==> src/rtl/led_pattern_fsm.sv <==
// Parametrised LED sequencer: rotate / bounce / fill / blink patterns advanced by a tick divider.
// Optional LED_FSM_PWM_EN adds a 4-bit global brightness input gating every LED through a 16-step PWM.
module led_pattern_fsm #(
  parameter  int N_LEDS    = 8,
  parameter  int DIV_W     = 24,
  parameter  int RESET_POS = 0,
  localparam int PW        = (N_LEDS > 1) ? $clog2(N_LEDS) : 1
) (
  input  logic              clk,
  input  logic              reset_n,
  input  logic              enable,
  input  logic [1:0]        mode,
  input  logic              dir,
  input  logic [DIV_W-1:0]  div_load,
`ifdef LED_FSM_PWM_EN
  input  logic [3:0]        brightness,
`endif
  output logic              step,
  output logic [PW-1:0]     pos,
  output logic [N_LEDS-1:0] leds
);

  typedef enum logic [1:0] {M_ROT = 2'd0, M_BOUNCE = 2'd1, M_FILL = 2'd2, M_BLINK = 2'd3} mode_e;

  localparam logic [PW-1:0] LAST  = PW'(N_LEDS - 1);
  localparam logic [PW-1:0] RST_P = PW'(RESET_POS);

  function automatic logic [N_LEDS-1:0] onehot(input logic [PW-1:0] p);
    logic [N_LEDS-1:0] m;
    for (int i = 0; i < N_LEDS; i++) m[i] = (PW'(i) == p);
    return m;
  endfunction

  // Bar lit from the starting end (bit 0 for dir=0, MSB for dir=1) through p.
  function automatic logic [N_LEDS-1:0] fill_mask(input logic [PW-1:0] p, input logic d);
    logic [N_LEDS-1:0] m;
    for (int i = 0; i < N_LEDS; i++) m[i] = d ? (PW'(i) >= p) : (PW'(i) <= p);
    return m;
  endfunction

  logic [DIV_W-1:0]  div_cnt;
  logic [N_LEDS-1:0] pat, pat_n;
  logic [PW-1:0]     pos_n, pos_inc, pos_dec;
  logic              up, up_n, up_eff, phase, phase_n, tick;
  mode_e             mode_q;

  // >= (not ==) lets a counter stranded above a lowered div_load wrap at once.
  assign tick    = enable && (div_cnt >= div_load);
  assign pos_inc = (pos == LAST) ? '0 : pos + 1'b1;
  assign pos_dec = (pos == '0) ? LAST : pos - 1'b1;
  // Entering bounce from another mode always starts upward.
  assign up_eff  = (mode_q == M_BOUNCE) ? up : 1'b1;

  always_comb begin
    pos_n   = pos;
    up_n    = up;
    phase_n = phase;
    pat_n   = pat;
    case (mode_e'(mode))
      M_ROT: begin
        pos_n = dir ? pos_dec : pos_inc;
        pat_n = onehot(pos_n);
      end
      M_BOUNCE: begin
        if (up_eff) begin
          if (pos == LAST) begin pos_n = pos_dec; up_n = 1'b0; end
          else             begin pos_n = pos_inc; up_n = 1'b1; end
        end else begin
          if (pos == '0)   begin pos_n = pos_inc; up_n = 1'b1; end
          else             begin pos_n = pos_dec; up_n = 1'b0; end
        end
        pat_n = onehot(pos_n);
      end
      M_FILL: begin
        pos_n = dir ? pos_dec : pos_inc;
        pat_n = fill_mask(pos_n, dir);
      end
      default: begin
        phase_n = ~phase;
        pat_n   = {N_LEDS{phase_n}};
      end
    endcase
  end

  always_ff @(posedge clk or negedge reset_n) begin
    if (!reset_n) begin
      div_cnt <= '0;
      pos     <= RST_P;
      pat     <= onehot(RST_P);
      step    <= 1'b0;
      up      <= 1'b1;
      phase   <= 1'b0;
      mode_q  <= M_ROT;
    end else begin
      step <= tick;
      if (enable) div_cnt <= tick ? '0 : div_cnt + DIV_W'(1);
      if (tick) begin
        pos    <= pos_n;
        pat    <= pat_n;
        up     <= up_n;
        phase  <= phase_n;
        mode_q <= mode_e'(mode);
      end
    end
  end

`ifdef LED_FSM_PWM_EN
  logic [3:0] pwm_cnt, pwm_nxt;
  logic       pwm_on_n;

  assign pwm_nxt  = pwm_cnt + 4'd1;
  assign pwm_on_n = (pwm_nxt < brightness);

  // Gate is computed from next-cycle values so leds stay aligned with pos/step.
  always_ff @(posedge clk or negedge reset_n) begin
    if (!reset_n) begin
      pwm_cnt <= '0;
      leds    <= onehot(RST_P);
    end else begin
      pwm_cnt <= pwm_nxt;
      leds    <= (tick ? pat_n : pat) & {N_LEDS{pwm_on_n}};
    end
  end
`else
  assign leds = pat;
`endif

endmodule

==> config.mk <==
export PLATFORM = sky130hd
export DESIGN_NAME = led_pattern_fsm
export DESIGN_NICKNAME = d
export VERILOG_FILES = /design/src/rtl/led_pattern_fsm.sv
export SDC_FILE = /design/constraint.sdc
export NUM_CORES = 1
export LEC_CHECK = 0
export ABC_CLOCK_PERIOD_IN_PS = 3360
export CORE_MARGIN = 4
export CORE_UTILIZATION = 25
export CTS_CLUSTER_DIAMETER = 30
export DETAILED_ROUTE_END_ITERATION = 16
export SLEW_MARGIN = 20
export SYNTH_ARGS = -nofsm -noshare
export SYNTH_HDL_FRONTEND = slang
export SYNTH_SLANG_ARGS = --single-unit
==> constraint.sdc <==
create_clock -name clk -period 3.36 [get_ports clk]
set_input_delay 0.84 -clock clk [delete_from_list [all_inputs] [get_ports clk]]
set_output_delay 0.84 -clock clk [all_outputs]
set_load 0.01 [all_outputs]
==> results of run 1 <==
-- synthesized netlist by cell type, types with 4 or more instances --
cell type,count
clkbuf_1,14
nand3_1,11
dfrtp_1,38
nor3_1,8
nand2_1,26
a21oi_1,34
xnor2_1,9
and2_2,4
mux2i_1,4
and3_1,9
nand4_1,10
inv_1,34
nor2_1,17
xor2_1,12
o21ai_0,12
ha_1,29
o211ai_1,7
nor2b_1,6
nand2b_1,8
mux2_2,9
a211oi_1,4
-- worst reg2reg max path, delay by kind of cell, from the launching register on --
kind                     cells  cell delay (ps)
AO/OA/AOI/OAI                3              510
AND/OR/NAND/NOR              2              830
flip-flops                   1              480
adder cells (fa/ha/maj)      2              540
multiplexers                 1              270
-- registers in the layout (all words and copies together), names as in the netlist --
| signal | count |
|---|---|
| up | 1 |
| phase | 1 |
| div_cnt | 24 |
| step | 1 |
| mode_q | 2 |
| pos | 3 |
| leds | 8 |
-- cell type report --
| type | count | area, um^2 | share of cell area [%] |
|---|---|---|---|
| clock buffer | 6 | 129 | 3.18 |
| tap | 172 | 215 | 5.31 |
| multi-input combinational | 277 | 2030 | 50.0 |
| clock inverter | 2 | 35.0 | 0.865 |
| sequential | 40 | 1000 | 24.8 |
| inverter | 34 | 128 | 3.15 |
| timing repair buffer | 54 | 515 | 12.7 |
-- path summary, 6_finish.rpt --
path | startpoint | endpoint | slack, ps | depth (start not counted)
max in group asynchronous | reset_n | div_cnt[23] | 2090 | 1
min in group asynchronous | reset_n | div_cnt[11] | 690 | 1
setup / recovery | div_load[1] | leds[6] | 340 | 10
setup reg to reg | pos[0] | leds[2] | 610 | 8
hold / removal | leds[2] | leds[2] | 520 | 1
hold reg to reg | leds[2] | leds[2] | 520 | 1
-- through the flow --
| step | power [mW] | hold WS [ps] | instances |
|---|---|---|---|
| 2_1_floorplan | 0.680 | 484 | 370 |
| 3_3_place_gp | 0.764 | 499 | 577 |
| 3_5_place_dp | 0.769 | 507 | 577 |
| 4_1_cts | 1.31 | 520 | 585 |
| 5_1_grt | 1.36 | 534 | 585 |
| 6_report | 1.29 | 516 | 585 |
-- cells by family after synthesis --
family	count (synthesis)	synth area share, %
flops	40	30.9
mux	14	4.82
simple gates	117	19.9
compound gates	96	20.9
buf+inv	53	6.63
xor+xnor	21	5.67
fa+ha+maj	29	11.2
-- routing by layer --
metal | vias to the layer above | share of wire, % | track usage (%)
met5 | - | 0 | 0
met4 | 0 | 1.2 | 2.94
met3 | 8 | 6.1 | 2.32
met2 | 85 | 46 | 18.5
met1 | 1320 | 46 | 14.7
li1 | 1423 | - | -
-- power groups by stage --
stage	Sequential, mW	Combinational, mW	Clock, mW
finish	0.546	0.217	0.527
global route	0.549	0.252	0.564
CTS	0.546	0.221	0.543
detailed placement	0.553	0.217	0
global placement	0.553	0.211	0
floorplan	0.540	0.140	0
==> impl_metrics.ini, run 1 <==
[synthesis]
synth_seq_area_share_pct = 30.9
synth_top_area_cell = dfrtp_1
syn_inst = 370
postSynthNetCount = 429
synth_edf_count = 0
netlist_area_um2 = 3240
synth.avg_cell_area_um2 = 8.77
ys_seq_elements = 40
async_flop_share_pct = 100
yosysTopAreaCellShare_pct = 29.3
yosys-top-cells-area = dfrtp_1 29%, ha_1 11%, a21oi_1 5.2%, inv_1 3.9%, xor2_1 3.2%
synth_flop_cell = dfrtp_1
ys_warn_count = 0
post_synth_num_cell_types = 64

[layout]
area_growth_pct = 24.9
fillers = 1363
final_common_cell = clkdlybuf4s50_1
final_nets = 471
utilization_pct = 32.0
layout_common_cells = 40 x clkdlybuf4s50_1, 38 x dfrtp_1, 34 x inv_1, 34 x a21oi_1, 29 x ha_1
drive_gt1_share_pct = 12.1
fin_area_um2 = 4050
antenna_cells = 0

[die]
rows = 41
dieArea_um2 = 14900
pin_count = 42
die_y_um = 122
die_x_um = 122
start_util_pct = 25.6
core_area_um2 = 12700

[cts]
insertion_delay_ps = 280
cts_root_buffer = clkbuf_16
ctsResizeCount = 0
clock_path_buffers = 2
cts_made_buffers = 5
h-tree-depth = 2
cts_tree = done
path_clk_slew_ps = 60
cts_setup_buffers = 0
cts_hold_buf = 0
clock-sinks = 40

[place]
gp_congestion = 0.894
placement.setup.worst_slack_ps = 27.6
place_area_um2 = 3890
place_hpwl_um = 6150
port-buffer-count = 41

[min_path]
hold_path.class = flip-flop to flip-flop

[detailed_routing]
drtIter0Drc = 186
avgRoutedWirePerCell_um = 13.6
ant_nets = 0
vias = 2836
wirelength_um = 7950
dr.pass1.iters = 4
viasPerCell = 4.85
drcViolationCount = 0

[power_and_ir_drop]
clock_power_share_pct = 40.9
p_sw_mw = 0.326
internal_power_mw = 0.964
leakagePower_nw = 1.87
sequentialPowerShare_pct = 42.3
switching_share_pct = 25.3
peakVddDrop_uv = 165
power_frac_comb_pct = 16.8
p_per_area_nw_per_um2 = 318

[global_route]
grt_pass1_vias = 2819
grt_use_total_pct = 11.1
grt_max_degree = 41
antenna_found_initial = 0
grt_pass1_wl_um = 13500
grt.overflow.total = 0

[setup_path]
cp.buffers_inverters = 3
cp_max_fo = 14
crit_type = input pin to flip-flop
cp-start-kind = input pin
arrival_ps = 3180
endpoint_kind = flip-flop
crit_required_ps = 3530
path_delay_family = compound AO/OA/AOI/OAI gates
path_cells = clkdlybuf4s50_1 > inv_1 > ha_1 > o211ai_1 > a21oi_1 > o41ai_2 > buf_4 > a2111oi_4 > o21ai_4 > mux2_2
slowest_stage = clkdlybuf4s50_1
max_stage_delay_ps = 450

[timing]
max-slew-margin-rel_pct = 39.1
setup_viol = 0
rsz0062_at_grt = false
fin_crit_sh_pct = 89.9
fin_worst_skew_ps = 6.91
period_needed_ps = 3020
slew_violations = 0
hold_viol_final = 0
fin_ws_ps = 341
tightest_slew_ps = 914
fin_tns_setup_ps = 0
max_clock_freq_mhz = 331

[flow_run]
drv_cap = 0

[run_status]
status = finished clean
Note: power is estimated with default switching activity, not from simulation.
==> run 2, diff against run 1 <==
- CORE_ASPECT_RATIO: not set -> 0.75
- SLEW_MARGIN: 20 -> 5
==> impl_metrics.ini, run 2 (synthesis gave the netlist of run 1 again) <==
[layout]
final_common_cell = clkdlybuf4s50_1
reg_top3 = div_cnt x24, leds x8, pos x3
utilization_pct = 32.4
area_growth_pct = 24.8
top_register = div_cnt
layout_common_cells = 40 x clkdlybuf4s50_1, 38 x dfrtp_1, 34 x inv_1, 34 x a21oi_1, 29 x ha_1
largest_reg_flops = 24
drive_gt1_share_pct = 12.5
final_nets = 474
antenna_cells = 0

[cts]
cts_tree = done
cts_made_buffers = 5
insertion_delay_ps = 280
cts_root_buffer = clkbuf_16
path_clk_slew_ps = 60
cts_setup_buffers = 0
clock_path_buffers = 2
h-tree-depth = 2
clock-sinks = 40
cts_hold_buf = 0
ctsResizeCount = 0

[global_route]
grt_use_total_pct = 11.6
grt.overflow.total = 0
grt_use_met2_pct = 16.0
use_met1_pct = 18.1
busiest_layer = met1
grt_max_degree = 41
grt_pass1_vias = 2852
antenna_found_initial = 0
grt_util_met3_pct = 2.81
grt_pass1_wl_um = 14200

[timing]
period_needed_ps = 3160
max-slew-margin-rel_pct = 39.9
hold_viol_final = 0
setup_viol = 0
slew_violations = 0
fin_crit_sh_pct = 94.1
rsz0062_at_grt = false
hold-worst-slack_ps = 523
fin_worst_skew_ps = 5.78
max_clock_freq_mhz = 316
tightest_slew_ps = 901

[setup_path]
crit_type = input pin to flip-flop
cp_max_fo = 14
endpoint_kind = flip-flop
cp-start-kind = input pin
crit_required_ps = 3520
arrival_ps = 3330

[detailed_routing]
drcViolationCount = 0
dr.pass1.iters = 4
vias = 2904
wirelength_um = 8510
avgRoutedWirePerCell_um = 14.6
drtIter0Drc = 256
ant_nets = 0
viasPerCell = 4.99

[die]
start_util_pct = 26.0
pin_count = 42
rows = 35
die_y_um = 107
core_area_um2 = 12500
dieArea_um2 = 14900
die_x_um = 140

[run_status]
status = finished clean

[power_and_ir_drop]
leakagePower_nw = 1.88
peakVddDrop_uv = 179
p_per_area_nw_per_um2 = 308

[place]
place_hpwl_um = 6600
port-buffer-count = 41
gp_congestion = 0.904

[flow_run]
drv_cap = 0

[min_path]
hold_path.class = flip-flop to flip-flop
==> run 2: path summary, 6_finish.rpt <==
path	startpoint	to	slack, ps	cells past startpoint
setup reg to reg	pos[0]	leds[2]	310	8
max in group asynchronous	reset_n	div_cnt[0]	2110	1
hold reg to reg	mode_q[0]	mode_q[0]	520	1
min in group asynchronous	reset_n	div_cnt[23]	680	1
hold / removal	mode_q[0]	mode_q[0]	520	1
setup / recovery	div_load[1]	leds[5]	200	11
==> run 2: layer usage <==
layer  vias to the layer above  wire [um]
met4                         0         57
met3                         7        635
met5                         -          0
met2                        84       3520
li1                       1428          -
met1                      1385       4300
==> run 2: layout make-up <==
| class | count | area, um^2 |
|---|---|---|
| timing repair buffer | 57 | 538 |
| inverter | 34 | 128 |
| tap | 166 | 208 |
| fill | 1297 | 8430 |
| clock buffer | 8 | 146 |
| sequential | 40 | 1000 |
| multi-input combinational | 277 | 2030 |
==> run 2: stage by stage <==
stage	instance area (um^2)	worst slack, ps	TNS, ps	total power [mW]	cells
floorplan	3240	533	0	0.680	370
global placement	3900	-67.5	-722	0.766	574
detailed placement	3900	-95.2	-1360	0.777	574
CTS	4050	200	0	1.26	582
global route	4050	60.2	0	1.32	582
finish	4050	198	0	1.25	582
==> run 2: where the power goes <==
| part | internal, mW | switching, mW | leakage (nW) |
|---|---|---|---|
| Combinational | 0.109 | 0.112 | 1.29 |
| Clock | 0.296 | 0.186 | 0.0712 |
| Sequential | 0.507 | 0.0390 | 0.516 |
| Total | 0.913 | 0.336 | 1.88 |
==> run 2: critical path, stage by stage <==
cell and delay, ps:
clkdlybuf4s50_1 460, inv_1 40, ha_1 280, o211ai_1 160
a21oi_1 70, o41ai_2 500, a2111oi_4 140, buf_4 190
o21ai_4 140, buf_12 160, mux2_2 340
